[config.mk]
export PLATFORM = sky130hd
export DESIGN_NAME = uart_tx_fifo_flat
export DESIGN_NICKNAME = d
export VERILOG_FILES = /design/src/rtl/uart_tx_fifo_if.sv /design/src/rtl/uart_tx_fifo.sv /design/src/flat_wrapper.sv
export SDC_FILE = /design/constraint.sdc
export NUM_CORES = 1
export LEC_CHECK = 0
export CORE_ASPECT_RATIO = 2
export CORE_MARGIN = 2
export CORE_UTILIZATION = 59
export DETAILED_ROUTE_END_ITERATION = 12
export PLACE_DENSITY = 0.8
export SYNTH_ARGS = -nofsm -noshare
export SYNTH_HDL_FRONTEND = slang
export SYNTH_SLANG_ARGS = --single-unit
[constraint.sdc]
create_clock -name i_clk -period 3.9 [get_ports i_clk]
set_input_delay 0.585 -clock i_clk [delete_from_list [all_inputs] [get_ports i_clk]]
set_output_delay 0.585 -clock i_clk [all_outputs]
set_load 0.05 [all_outputs]
[src/rtl/uart_tx_fifo_if.sv]
// Bundle of producer-side, transmitter-side and status signals for uart_tx_fifo.
// Handshakes: a write is taken on every edge with i_wr=1 and o_full=0. o_tx_start pulses for one cycle per byte. The next byte follows only after i_tx_done.
interface uart_tx_fifo_if #(
  parameter int NB_DATA = 8,
  parameter int NB_ADDR = 4
);
  logic               i_wr;
  logic [NB_DATA-1:0] i_wdata;
  logic               i_clr_ovf;
  logic               i_tx_done;
  logic               o_tx_start;
  logic [NB_DATA-1:0] o_tx_data;
  logic               o_full;
  logic               o_empty;
  logic [NB_ADDR:0]   o_count;
  logic               o_overflow;
  logic               o_busy;
  logic               o_dbg_state;

  modport slave (
    input  i_wr, i_wdata, i_clr_ovf, i_tx_done,
    output o_tx_start, o_tx_data, o_full, o_empty, o_count, o_overflow, o_busy,
    output o_dbg_state
  );

  modport master (
    output i_wr, i_wdata, i_clr_ovf, i_tx_done,
    input  o_tx_start, o_tx_data, o_full, o_empty, o_count, o_overflow, o_busy,
    input  o_dbg_state
  );
endinterface

[src/rtl/uart_tx_fifo.sv]
// Byte FIFO feeding a UART transmitter one byte at a time. Each byte is issued with a start pulse.
// The next byte is issued only after the transmitter returns its done pulse.
module uart_tx_fifo #(
  parameter int NB_DATA = 8,
  parameter int NB_ADDR = 4
) (
  input  logic           i_clk,
  input  logic           i_reset,
  uart_tx_fifo_if.slave  bus
);
  localparam int DEPTH = 2**NB_ADDR;

  typedef enum logic {IDLE = 1'b0, WAIT = 1'b1} state_t;

  state_t             state, state_nxt;
  logic [NB_DATA-1:0] mem [DEPTH];
  logic [NB_ADDR-1:0] wr_ptr, rd_ptr;
  logic [NB_ADDR:0]   count;
  logic               tx_start, tx_start_nxt;
  logic [NB_DATA-1:0] tx_data;
  logic               overflow;
  logic               full, empty, wr_ok, pop;

  // Status comes from the occupancy counter because equal pointers mean either full or empty.
  assign full  = (count == (NB_ADDR+1)'(DEPTH));
  assign empty = (count == '0);
  assign wr_ok = bus.i_wr && !full;

  always_comb begin
    state_nxt    = state;
    pop          = 1'b0;
    tx_start_nxt = 1'b0;
    case (state)
      IDLE: begin
        if (!empty) begin
          pop          = 1'b1;
          tx_start_nxt = 1'b1;
          state_nxt    = WAIT;
        end
      end
      WAIT: begin
        // A done pulse that lines up with our own start pulse belongs to an earlier transfer.
        if (bus.i_tx_done && !tx_start) state_nxt = IDLE;
      end
      default: state_nxt = IDLE;
    endcase
  end

  always_ff @(posedge i_clk or negedge i_reset) begin
    if (!i_reset) state <= IDLE;
    else          state <= state_nxt;
  end

  always_ff @(posedge i_clk or negedge i_reset) begin
    if (!i_reset) begin
      wr_ptr   <= '0;
      rd_ptr   <= '0;
      count    <= '0;
      tx_start <= 1'b0;
      tx_data  <= '0;
      overflow <= 1'b0;
    end else begin
      tx_start <= tx_start_nxt;
      if (wr_ok) wr_ptr <= wr_ptr + 1'b1;
      if (pop) begin
        rd_ptr  <= rd_ptr + 1'b1;
        tx_data <= mem[rd_ptr];
      end
      if (wr_ok && !pop)      count <= count + 1'b1;
      else if (!wr_ok && pop) count <= count - 1'b1;
      if (bus.i_wr && full)   overflow <= 1'b1;
      else if (bus.i_clr_ovf) overflow <= 1'b0;
    end
  end

  always_ff @(posedge i_clk) begin
    if (wr_ok) mem[wr_ptr] <= bus.i_wdata;
  end

  assign bus.o_tx_start  = tx_start;
  assign bus.o_tx_data   = tx_data;
  assign bus.o_full      = full;
  assign bus.o_empty     = empty;
  assign bus.o_count     = count;
  assign bus.o_overflow  = overflow;
  assign bus.o_busy      = (state == WAIT);
  assign bus.o_dbg_state = state;
endmodule
[src/flat_wrapper.sv]
// flat-port wrapper written by rule: the top's interface ports become plain ports
module uart_tx_fifo_flat 
#(
  parameter int NB_DATA = 8,
  parameter int NB_ADDR = 4
)
  (i_clk, i_reset, bus_i_wr, bus_i_wdata, bus_i_clr_ovf, bus_i_tx_done, bus_o_tx_start, bus_o_tx_data, bus_o_full, bus_o_empty, bus_o_count, bus_o_overflow, bus_o_busy, bus_o_dbg_state);
  uart_tx_fifo_if #(.NB_DATA(NB_DATA), .NB_ADDR(NB_ADDR)) bus_i ();
  input  logic i_clk;
  input  logic i_reset;
  input wire logic [$bits(bus_i.i_wr)-1:0] bus_i_wr;
  input wire logic [$bits(bus_i.i_wdata)-1:0] bus_i_wdata;
  input wire logic [$bits(bus_i.i_clr_ovf)-1:0] bus_i_clr_ovf;
  input wire logic [$bits(bus_i.i_tx_done)-1:0] bus_i_tx_done;
  output wire logic [$bits(bus_i.o_tx_start)-1:0] bus_o_tx_start;
  output wire logic [$bits(bus_i.o_tx_data)-1:0] bus_o_tx_data;
  output wire logic [$bits(bus_i.o_full)-1:0] bus_o_full;
  output wire logic [$bits(bus_i.o_empty)-1:0] bus_o_empty;
  output wire logic [$bits(bus_i.o_count)-1:0] bus_o_count;
  output wire logic [$bits(bus_i.o_overflow)-1:0] bus_o_overflow;
  output wire logic [$bits(bus_i.o_busy)-1:0] bus_o_busy;
  output wire logic [$bits(bus_i.o_dbg_state)-1:0] bus_o_dbg_state;
  assign bus_i.i_wr = bus_i_wr;
  assign bus_i.i_wdata = bus_i_wdata;
  assign bus_i.i_clr_ovf = bus_i_clr_ovf;
  assign bus_i.i_tx_done = bus_i_tx_done;
  assign bus_o_tx_start = bus_i.o_tx_start;
  assign bus_o_tx_data = bus_i.o_tx_data;
  assign bus_o_full = bus_i.o_full;
  assign bus_o_empty = bus_i.o_empty;
  assign bus_o_count = bus_i.o_count;
  assign bus_o_overflow = bus_i.o_overflow;
  assign bus_o_busy = bus_i.o_busy;
  assign bus_o_dbg_state = bus_i.o_dbg_state;
  uart_tx_fifo #(.NB_DATA(NB_DATA), .NB_ADDR(NB_ADDR)) u_core (.i_clk(i_clk), .i_reset(i_reset), .bus(bus_i));
endmodule
==> Yosys cells after proc, flatten, opt, wreduce, memory -nomap -nowiden <==
Memory sizes are Yosys's and may differ from the RTL's. A register that Yosys moved wholly into a read port is not among the register bits.
Index checks and enable logic that the tools add are counted.
{ "classes": {"eq_ne": 1, "bitwise": 1, "muxes": 10, "n_reduce_logical": 13, "addsub": 4} }
{ "ops": {"columns": ["cell", "count"], "rows": [
  ["$mux 5", 2],
  ["$add 4x1->4 const B", 2],
  ["$mux 1", 7],
  ["$add 5x1->5 const B", 1],
  ["$eq 5x5->1 const B", 1],
  ["$logic_and 1x1->1", 5],
  ["$logic_not 1->1", 5],
  ["$logic_not 5->1", 1],
  ["$sub 5x1->5 const B", 1],
  ["$reduce_bool 2->1", 2],
  ["$pmux 1 s2", 1],
  ["$not 1->1", 1]
]} }
{ "word_totals": {"reg_bits": 16, "ramBits": 128, "word_cells": 36, "n_memories": 1, "inputBits": 13, "output_inout_bits": 19} }
{ "mem_list": {"columns": ["memory", "depth", "width", "read_ports", "rd_clocked_by_memory_dff", "wr", "line_no", "source"], "rows": [
  ["u_core.mem", 16, 8, 1, 1, 1, "uart_tx_fifo.sv:16", "logic [NB_DATA-1:0] mem [DEPTH];"]
]} }

==> Logic depth before layout (Yosys ltp) <==
Gate-level depths: netlist (run 1).
{ "depth": {"word_depth": 7, "depth_mapped": 11, "ltp_nobuf": 10} }

==> Worst setup path after synthesis (run 1) <==
No wires, ideal clock.
{ "synth_timing": {"path_kind": "reg2reg", "from": "reg u_core.count[3] (netlist: u_core.bus.o_count[3])", "to": "reg u_core.count[4] (netlist: u_core.bus.o_count[4])", "arrival_ps": 2860, "t_required_ps": 3757, "setup_ps": 143, "slack_ps": 896, "path_buffers": 1, "path_stages_with_launch": 12, "period_less_slack_ps": 3004, "cell_sequence": "dfrtp_1 -> or3_4 -> o31a_1 -> buf_2 -> inv_1 -> ha_1 -> inv_1 -> fa_1 -> a21o_1 -> a21oi_1 -> mux2i_1 -> xnor2_1"} }
{ "synth_via": {"elab_chain_cells": 6, "elab_cells_between_ends": 15, "classes_between": "add/sub: 2; eq/ne: 1; mux: 4; reduce/logical: 8"} }
{ "synth_rtl": {"columns": ["item", "line_no", "source"], "rows": [
  ["start, declared", "uart_tx_fifo.sv:18", "logic [NB_ADDR:0] count;"],
  ["start signal, assigned", "uart_tx_fifo.sv:69", "if (wr_ok && !pop) count <= count + 1'b1;"],
  ["start signal, assigned", "uart_tx_fifo.sv:70", "else if (!wr_ok && pop) count <= count - 1'b1;"],
  ["$logic_not 5->1 (*)", "uart_tx_fifo.sv:26", "assign empty = (count == '0);"],
  ["$mux 1 (*)", "uart_tx_fifo.sv:35", "if (!empty) begin"],
  ["$mux 1 (*)", "uart_tx_fifo.sv:33", "case (state)"],
  ["via u_core.pop", "uart_tx_fifo.sv:22", "logic full, empty, wr_ok, pop;"],
  ["$logic_not 1->1", "uart_tx_fifo.sv:69", null],
  ["$logic_and 1x1->1", "uart_tx_fifo.sv:69", null],
  ["$mux 5 / $reduce_bool 2->1 (equally long branches)", null, null]
]} }
Mark *: on every way through the listed nets, which the timed path passes. The rest lies on a longest branch. The select of a mux whose other input is x is not followed.
A chain may end at the register's enable or synchronous reset.

==> Final worst setup path (run 1) <==
{ "layout_timing": {"from": "reg u_core.count[3] (netlist: u_core.bus.o_count[3])", "to": "out bus_o_empty"} }
{ "layout_via": {"elab_chain_cells": 1} }
{ "layout_rtl": {"columns": ["item", "line_no", "source"], "rows": [
  ["$logic_not 5->1", "uart_tx_fifo.sv:26", null],
  ["end, declared", "flat_wrapper.sv:18", "output wire logic [$bits(bus_i.o_empty)-1:0] bus_o_empty;"]
]} }
No other way between the ends.

==> results.sh, run 1 <==
export IMPL_seq_power_share=0.419
export IMPL_synth_cells=315
export IMPL_synth_edf_count=128
export IMPL_grt_max_degree=35
export IMPL_arrival_ns=2.38
export IMPL_clk_latency_ns=0.42
export IMPL_ant_nets=0
export IMPL_cts_htree_levels=4
export IMPL_power_frac_comb=0.313
export IMPL_synth_flop_cell="edfxtp_1"
export IMPL_fmax_mhz=337.0
export IMPL_start_kind="flop"
export IMPL_first_pass_iters=4
export IMPL_timing_final_crit_period_ns=2.968
export IMPL_syn_area_sq_um=6081
export IMPL_status="finished, final reports clean"
export IMPL_grt_pass1_vias=3143
export IMPL_cp_end_kind="primary output"
export IMPL_postCtsSetupRepairBufs=0
export IMPL_setup_ws_ns=0.9324
export IMPL_die_w_microns=75.79
export IMPL_reg2reg_to="u_core.bus.o_count[4]$_DFFE_PN0P_"
export IMPL_vias_per_cell=5.846
export IMPL_ios=32
export IMPL_async_flop_share=0.1579
export IMPL_path_class="reg2out"
export IMPL_hold_start="u_core.bus.o_busy$_DFF_PN0_"
export IMPL_cts_made_buffers=17
export IMPL_hold_class="reg2reg"
export IMPL_holdPathEnd="u_core.bus.o_busy$_DFF_PN0_"
export IMPL_finalInstanceArea_sq_um=7049
export IMPL_start_util=0.6030
export IMPL_layout_common_cells="edfxtp_1, mux4_2, clkdlybuf4s50_1"
export IMPL_grt_overflow_total=0
export IMPL_syn_to_final_growth_pct=15.93
export IMPL_preCtsSetupSlack_ns=0.8971
export IMPL_row_count=52
export IMPL_fin_crit_sh=0.7609
export IMPL_ctsResizeCount=0
export IMPL_grt_antenna_before_repair=0
export IMPL_yosysWarnings=0
export IMPL_nets=375
export IMPL_drv_slew=0
export IMPL_maxCapViolations=0
export IMPL_p_sw_mw=1.917
export IMPL_crit_required_ns=3.31
export IMPL_cts_hold_buffers=0
export IMPL_grt_pass1_wl_microns=17050
export IMPL_setup_viol=0
export IMPL_drtIter0Drc=243
export IMPL_synth_seq_cells=152
export IMPL_grt_setup_unrepaired="false"
export IMPL_ir_worst_vdd_mv=0.4530
export IMPL_ys_types=32
export IMPL_hpwl_microns=7426
export IMPL_grt_usage=0.2229
export IMPL_wirelength_microns=10830
export IMPL_cts_tree="done"
export IMPL_r2r_start="u_core.bus.o_count[3]$_DFFE_PN0P_"
export IMPL_clock_sinks=152
export IMPL_finalPower_mw=5.576
export IMPL_clkPwrFrac=0.268
export IMPL_floorplan_core_area_sq_um=10080
export IMPL_rrSetupSlack_ns=1.02
export IMPL_avgSynthCellArea_sq_um=19.30
export IMPL_seq_area_frac_synth=0.7309
export IMPL_p_per_area_nw_per_um2=791.0
export IMPL_finalHoldViolCount=0
export IMPL_clock_skew_ns=0.01171
export IMPL_die_h_microns=147.6
export IMPL_reg2reg_depth=11
export IMPL_power_leakage_nw=2.399
export IMPL_whs_ns=0.5430
export IMPL_io_buffers=31
export IMPL_post_route_drc_count=0
export IMPL_die_area_sq_um=11180
export IMPL_synth_nets=338
export IMPL_relSlewSlack=0.2687
export IMPL_tns_ns=0
export IMPL_cts_buffer_depth=2
export IMPL_vias=2923
export IMPL_drive_above_1_share=0.2274
export IMPL_place_area_sq_um=6507
export IMPL_holdPathStages=1
export IMPL_wl_per_cell_microns=21.66
export IMPL_gp_congestion=0.7428
export IMPL_worstMarginPinSlew_ns=1.094
export IMPL_crit_path_max_fanout=4
export IMPL_switching_share=0.3438
export IMPL_root_buffer="clkbuf_16"
export IMPL_fill_cells=622
export IMPL_internal_power_mw=3.659
export IMPL_clk_pin_slew_ns=0.06
export IMPL_layout_commonest_cell="edfxtp_1"
export IMPL_antenna_cells=0
[stage by stage]
step	utilization	std cells
CTS	0.6990	500
detailed placement	0.6453	468
global route	0.6990	500
finish	0.6990	500
global placement	0.6453	468
floorplan	-	315
[layout make-up]
type | count | area, sq um | area share
clock inverters | 15 | 116.4 | 0.01651
repair buffers | 37 | 355.3 | 0.05041
well taps | 135 | 168.9 | 0.02396
inverters | 7 | 26.28 | 0.003727
multi-input cells | 137 | 1510 | 0.2142
flip-flops and latches | 152 | 4447 | 0.6308
clock buffers | 17 | 425.4 | 0.06035
[metal layers]
layer / wire [microns] / vias to the layer above / GRT usage / part of all wire
met2: 6531 / 81 / 0.3918 / 0.60
met5: 0 / - / 0 / 0
met1: 3791 / 1506 / 0.2396 / 0.35
li1: - / 1328 / - / -
met4: 138 / 0 / 0.07982 / 0.013
met3: 370 / 8 / 0.07430 / 0.034
[critical path, cell delays in order, from the launching register on]
cell             delay [ns]
dfrtp_1                0.41
or3_4                  0.42
nor3_1                 0.26
clkdlybuf4s50_1        0.87
[state kept, by name, summed over array words and instances, names as in the netlist]
name / count
u_core.wr_ptr: 4
u_core.rd_ptr: 4
u_core.bus.o_count: 5
u_core.bus.o_tx_data: 8
u_core.bus.o_overflow: 1
u_core.mem: 128
u_core.bus.o_busy: 1
u_core.bus.o_tx_start: 1
[cell usage after synthesis (2+ instances only)]
cell type  number  share of area
inv_1           7         0.0043
nor2_1         22          0.014
nor3_1          6         0.0049
edfxtp_1      128           0.63
nand2b_1        3         0.0031
a221oi_2        8          0.020
a21o_1          2         0.0025
buf_1           5         0.0031
clkbuf_1        2         0.0012
o22ai_1         8         0.0082
mux4_2         32           0.12
nand2_1        10         0.0062
mux2i_1        10          0.016
xnor2_1         8          0.012
ha_1            9          0.019
xor2_1          2         0.0029
a21oi_1         2         0.0016
o21ai_0         4         0.0033
o31a_1          2         0.0029
buf_4           3         0.0037
nand4_1         2         0.0021
buf_2           7         0.0058
dfrtp_1        24          0.099
[power by group through the flow]
stage,combinational [mW],clock [mW],sequential [mW]
6_report,1.74,1.49,2.34
2_1_floorplan,1.22,0,2.42
4_1_cts,1.77,1.51,2.35
5_1_grt,1.88,1.59,2.39
3_3_place_gp,1.72,0,2.37
3_5_place_dp,1.75,0,2.38
[worst max-delay path by stage]
stage                                           start                           endpoint  slack, ns  cells after the start
floorplan           u_core.bus.o_count[3]$_DFFE_PN0P_  u_core.bus.o_count[4]$_DFFE_PN0P_       0.90                     11
global placement                             bus_i_wr  u_core.bus.o_count[4]$_DFFE_PN0P_       0.96                      9
detailed placement                           bus_i_wr  u_core.bus.o_count[4]$_DFFE_PN0P_       0.90                      9
CTS                 u_core.bus.o_count[3]$_DFFE_PN0P_                        bus_o_empty       0.89                      3
global route        u_core.bus.o_count[3]$_DFFE_PN0P_  u_core.bus.o_count[4]$_DFFE_PN0P_       0.82                     11
finish              u_core.bus.o_count[3]$_DFFE_PN0P_                        bus_o_empty       0.93                      3
[kinds of logic after synthesis]
family | after synthesis | synth area share
AOI/OAI and AO/OA | 26 | 0.03827
xor gates and xnor gates | 10 | 0.01440
adders and majority gates | 10 | 0.02181
buffers and inverters | 26 | 0.02078
DFF | 152 | 0.7309
muxes | 44 | 0.1387
and+or+nand+nor | 47 | 0.03519
Power figures use the tool's default switching activity.
==> run 2, diff against run 1 <==
--- a/config.mk
+++ b/config.mk
@@ -7,9 +7,9 @@
 export LEC_CHECK = 0
 export CORE_ASPECT_RATIO = 2
 export CORE_MARGIN = 2
-export CORE_UTILIZATION = 59
+export CORE_UTILIZATION = 53
 export DETAILED_ROUTE_END_ITERATION = 12
-export PLACE_DENSITY = 0.8
+export PLACE_DENSITY = 0.76
 export SYNTH_ARGS = -nofsm -noshare
 export SYNTH_HDL_FRONTEND = slang
 export SYNTH_SLANG_ARGS = --single-unit
==> constraint.sdc (replaced) <==
create_clock -name i_clk -period 2.7 [get_ports i_clk]
set_input_delay 0.405 -clock i_clk [delete_from_list [all_inputs] [get_ports i_clk]]
set_output_delay 0.405 -clock i_clk [all_outputs]
set_load 0.05 [all_outputs]
==> run 2 against run 1 <==
Compared with the run above: sequential cell count stayed put; register-to-register slack got worse by 0.89 ns; critical path depth up 7; wire length increased by 7.5%; setup slack lost 0.81 ns; cell count up 4.6%; final area up 2.4%; clock skew decreased by 0.0063 ns; sequential power is 40% higher; utilization is 6.0 points lower; count of clock-buffer cells in the layout is the same.
==> results.sh, run 2 (synthesized netlist as in run 1, its figures left out) <==
export IMPL_whs_ns=0.3579
export IMPL_cts_htree_levels=4
export IMPL_crit_path_max_fanout=5
export IMPL_finalPower_mw=8.207
export IMPL_row_count=55
export IMPL_ir_worst_vdd_mv=0.6604
export IMPL_vias=3005
export IMPL_timing_final_crit_period_ns=2.574
export IMPL_preCtsSetupSlack_ns=0.1311
export IMPL_die_area_sq_um=12400
export IMPL_crit_chain="or3_4, o31a_1, inv_4, ha_4, inv_4, fa_2, a21o_1, a21oi_2, mux2i_1, xnor2_1"
export IMPL_wl_per_cell_microns=22.27
export IMPL_tns_ns=0
export IMPL_grt_pass1_vias=3253
export IMPL_floorplan_core_area_sq_um=11290
export IMPL_start_kind="flop"
export IMPL_maxCapViolations=0
export IMPL_clock_sinks=152
export IMPL_hold_class="in2async"
export IMPL_start_util=0.5388
export IMPL_status="finished, final reports clean"
export IMPL_cts_buffer_depth=2
export IMPL_drtIter0Drc=208
export IMPL_ff_latch_area_sq_um=4449
export IMPL_clock_skew_ns=0.005416
export IMPL_arrival_ns=2.91
export IMPL_worst_path_buf_inv=2
export IMPL_grt_antenna_before_repair=0
export IMPL_r2r_start="u_core.bus.o_count[2]$_DFFE_PN0P_"
export IMPL_wirelength_microns=11650
export IMPL_clk_pin_slew_ns=0.06
export IMPL_nets=391
export IMPL_clk_latency_ns=0.42
export IMPL_multi_input_area_sq_um=1529
export IMPL_path_class="reg2reg"
export IMPL_drv_slew=0
export IMPL_fin_crit_sh=0.9533
export IMPL_grt_overflow_total=0
export IMPL_cts_hold_buffers=0
export IMPL_die_h_microns=155.5
export IMPL_drive_above_1_share=0.2808
export IMPL_finalInstanceArea_sq_um=7216
export IMPL_cp_end_kind="flop"
export IMPL_largest_reg_flops=128
export IMPL_hpwl_microns=7907
export IMPL_io_buffers=31
export IMPL_gp_congestion=0.8107
export IMPL_ios=32
export IMPL_critical_path_slowest_cell="dfrtp_2"
export IMPL_layout_commonest_cell="edfxtp_1"
export IMPL_finalHoldViolCount=0
export IMPL_grt_max_degree=35
export IMPL_setup_ws_ns=0.1261
export IMPL_p_per_area_nw_per_um2=1137
export IMPL_relSlewSlack=0.5742
export IMPL_layout_common_cells="edfxtp_1, mux4_2, clkdlybuf4s50_1"
export IMPL_ant_nets=0
export IMPL_place_area_sq_um=6675
export IMPL_cp_top_family="compound AO/OA/AOI/OAI gates"
export IMPL_vias_per_cell=5.746
export IMPL_grt_usage=0.2068
export IMPL_syn_to_final_growth_pct=18.66
export IMPL_crit_required_ns=3.04
export IMPL_cts_made_buffers=17
export IMPL_reg2reg_to="u_core.bus.o_count[4]$_DFFE_PN0P_"
export IMPL_cts_tree="done"
export IMPL_fmax_mhz=388.5
export IMPL_fill_cells=772
export IMPL_power_leakage_nw=2.492
export IMPL_antenna_cells=0
export IMPL_die_w_microns=79.74
export IMPL_root_buffer="clkbuf_16"
export IMPL_rrSetupSlack_ns=0.13
export IMPL_worstMarginPinSlew_ns=0.6387
export IMPL_reg2reg_depth=10
export IMPL_grt_setup_unrepaired="false"
export IMPL_cpMostUsedCell="inv_4"
export IMPL_setup_viol=0
export IMPL_first_pass_iters=6
export IMPL_slowest_delay_ns=0.43
export IMPL_top_register="u_core.mem"
export IMPL_grt_pass1_wl_microns=18270
export IMPL_post_route_drc_count=0
==> run 2: layer usage <==
metal	wire, microns	global-route usage	vias to the layer above
li1	-	-	1353
met1	4100	0.2189	1555
met2	6893	0.3826	78
met3	377	0.04408	19
met4	274	0.09362	0
met5	0	0	-
==> run 2: what timing repair did <==
item	CTS	global route
setup endpoints to repair	2	0
gates resized for setup	2	0
endpoints found under the hold margin	0	0
setup buffers	0	0
==> run 2: worst max path at each step <==
stage | start | end | slack (ns) | cells after the start
6_report | u_core.bus.o_count[2]$_DFFE_PN0P_ | u_core.bus.o_count[4]$_DFFE_PN0P_ | 0.13 | 10
5_1_grt | u_core.bus.o_count[2]$_DFFE_PN0P_ | u_core.bus.o_count[4]$_DFFE_PN0P_ | 0.03 | 10
4_1_cts | u_core.bus.o_count[2]$_DFFE_PN0P_ | u_core.bus.o_count[4]$_DFFE_PN0P_ | 0.10 | 10
3_5_place_dp | u_core.bus.o_count[2]$_DFFE_PN0P_ | u_core.bus.o_count[4]$_DFFE_PN0P_ | 0.13 | 10
3_3_place_gp | u_core.bus.o_count[2]$_DFFE_PN0P_ | u_core.bus.o_count[4]$_DFFE_PN0P_ | 0.20 | 10
2_1_floorplan | u_core.bus.o_count[2]$_DFFE_PN0P_ | u_core.bus.o_count[4]$_DFFE_PN0P_ | -0.04 | 11
==> run 2: power breakdown <==
group | internal (mW) | total [mW] | switching [mW]
combinational | 1.26 | 2.79 | 1.54
sequential | 2.93 | 3.27 | 0.340
clock | 1.19 | 2.14 | 0.955
total | 5.38 | 8.21 | 2.83
==> run 2: final cells by class <==
| class | instances | share of cell area |
|---|---|---|
| clock buffer | 17 | 0.05896 |
| clock inverter | 15 | 0.01630 |
| inverter | 7 | 0.004335 |
| multi-input combinational | 137 | 0.2119 |
| sequential | 152 | 0.6166 |
| tap | 142 | 0.02462 |
| timing repair buffer | 53 | 0.06728 |
==> run 2: through the flow <==
step | std cells | utilization
3_5_place_dp | 491 | 0.5915
2_1_floorplan | 315 | -
5_1_grt | 523 | 0.6394
6_report | 523 | 0.6394
4_1_cts | 523 | 0.6394
3_3_place_gp | 491 | 0.5915
==> run 3, diff against run 2 <==
--- a/config.mk
+++ b/config.mk
@@ -5,6 +5,7 @@
 export SDC_FILE = /design/constraint.sdc
 export NUM_CORES = 1
 export LEC_CHECK = 0
+export ABC_CLOCK_PERIOD_IN_PS = 2700
 export CORE_ASPECT_RATIO = 2
 export CORE_MARGIN = 2
 export CORE_UTILIZATION = 53
==> results of run 3 <==
No change in the layout: final DEF, timing and power equal those of run 2.
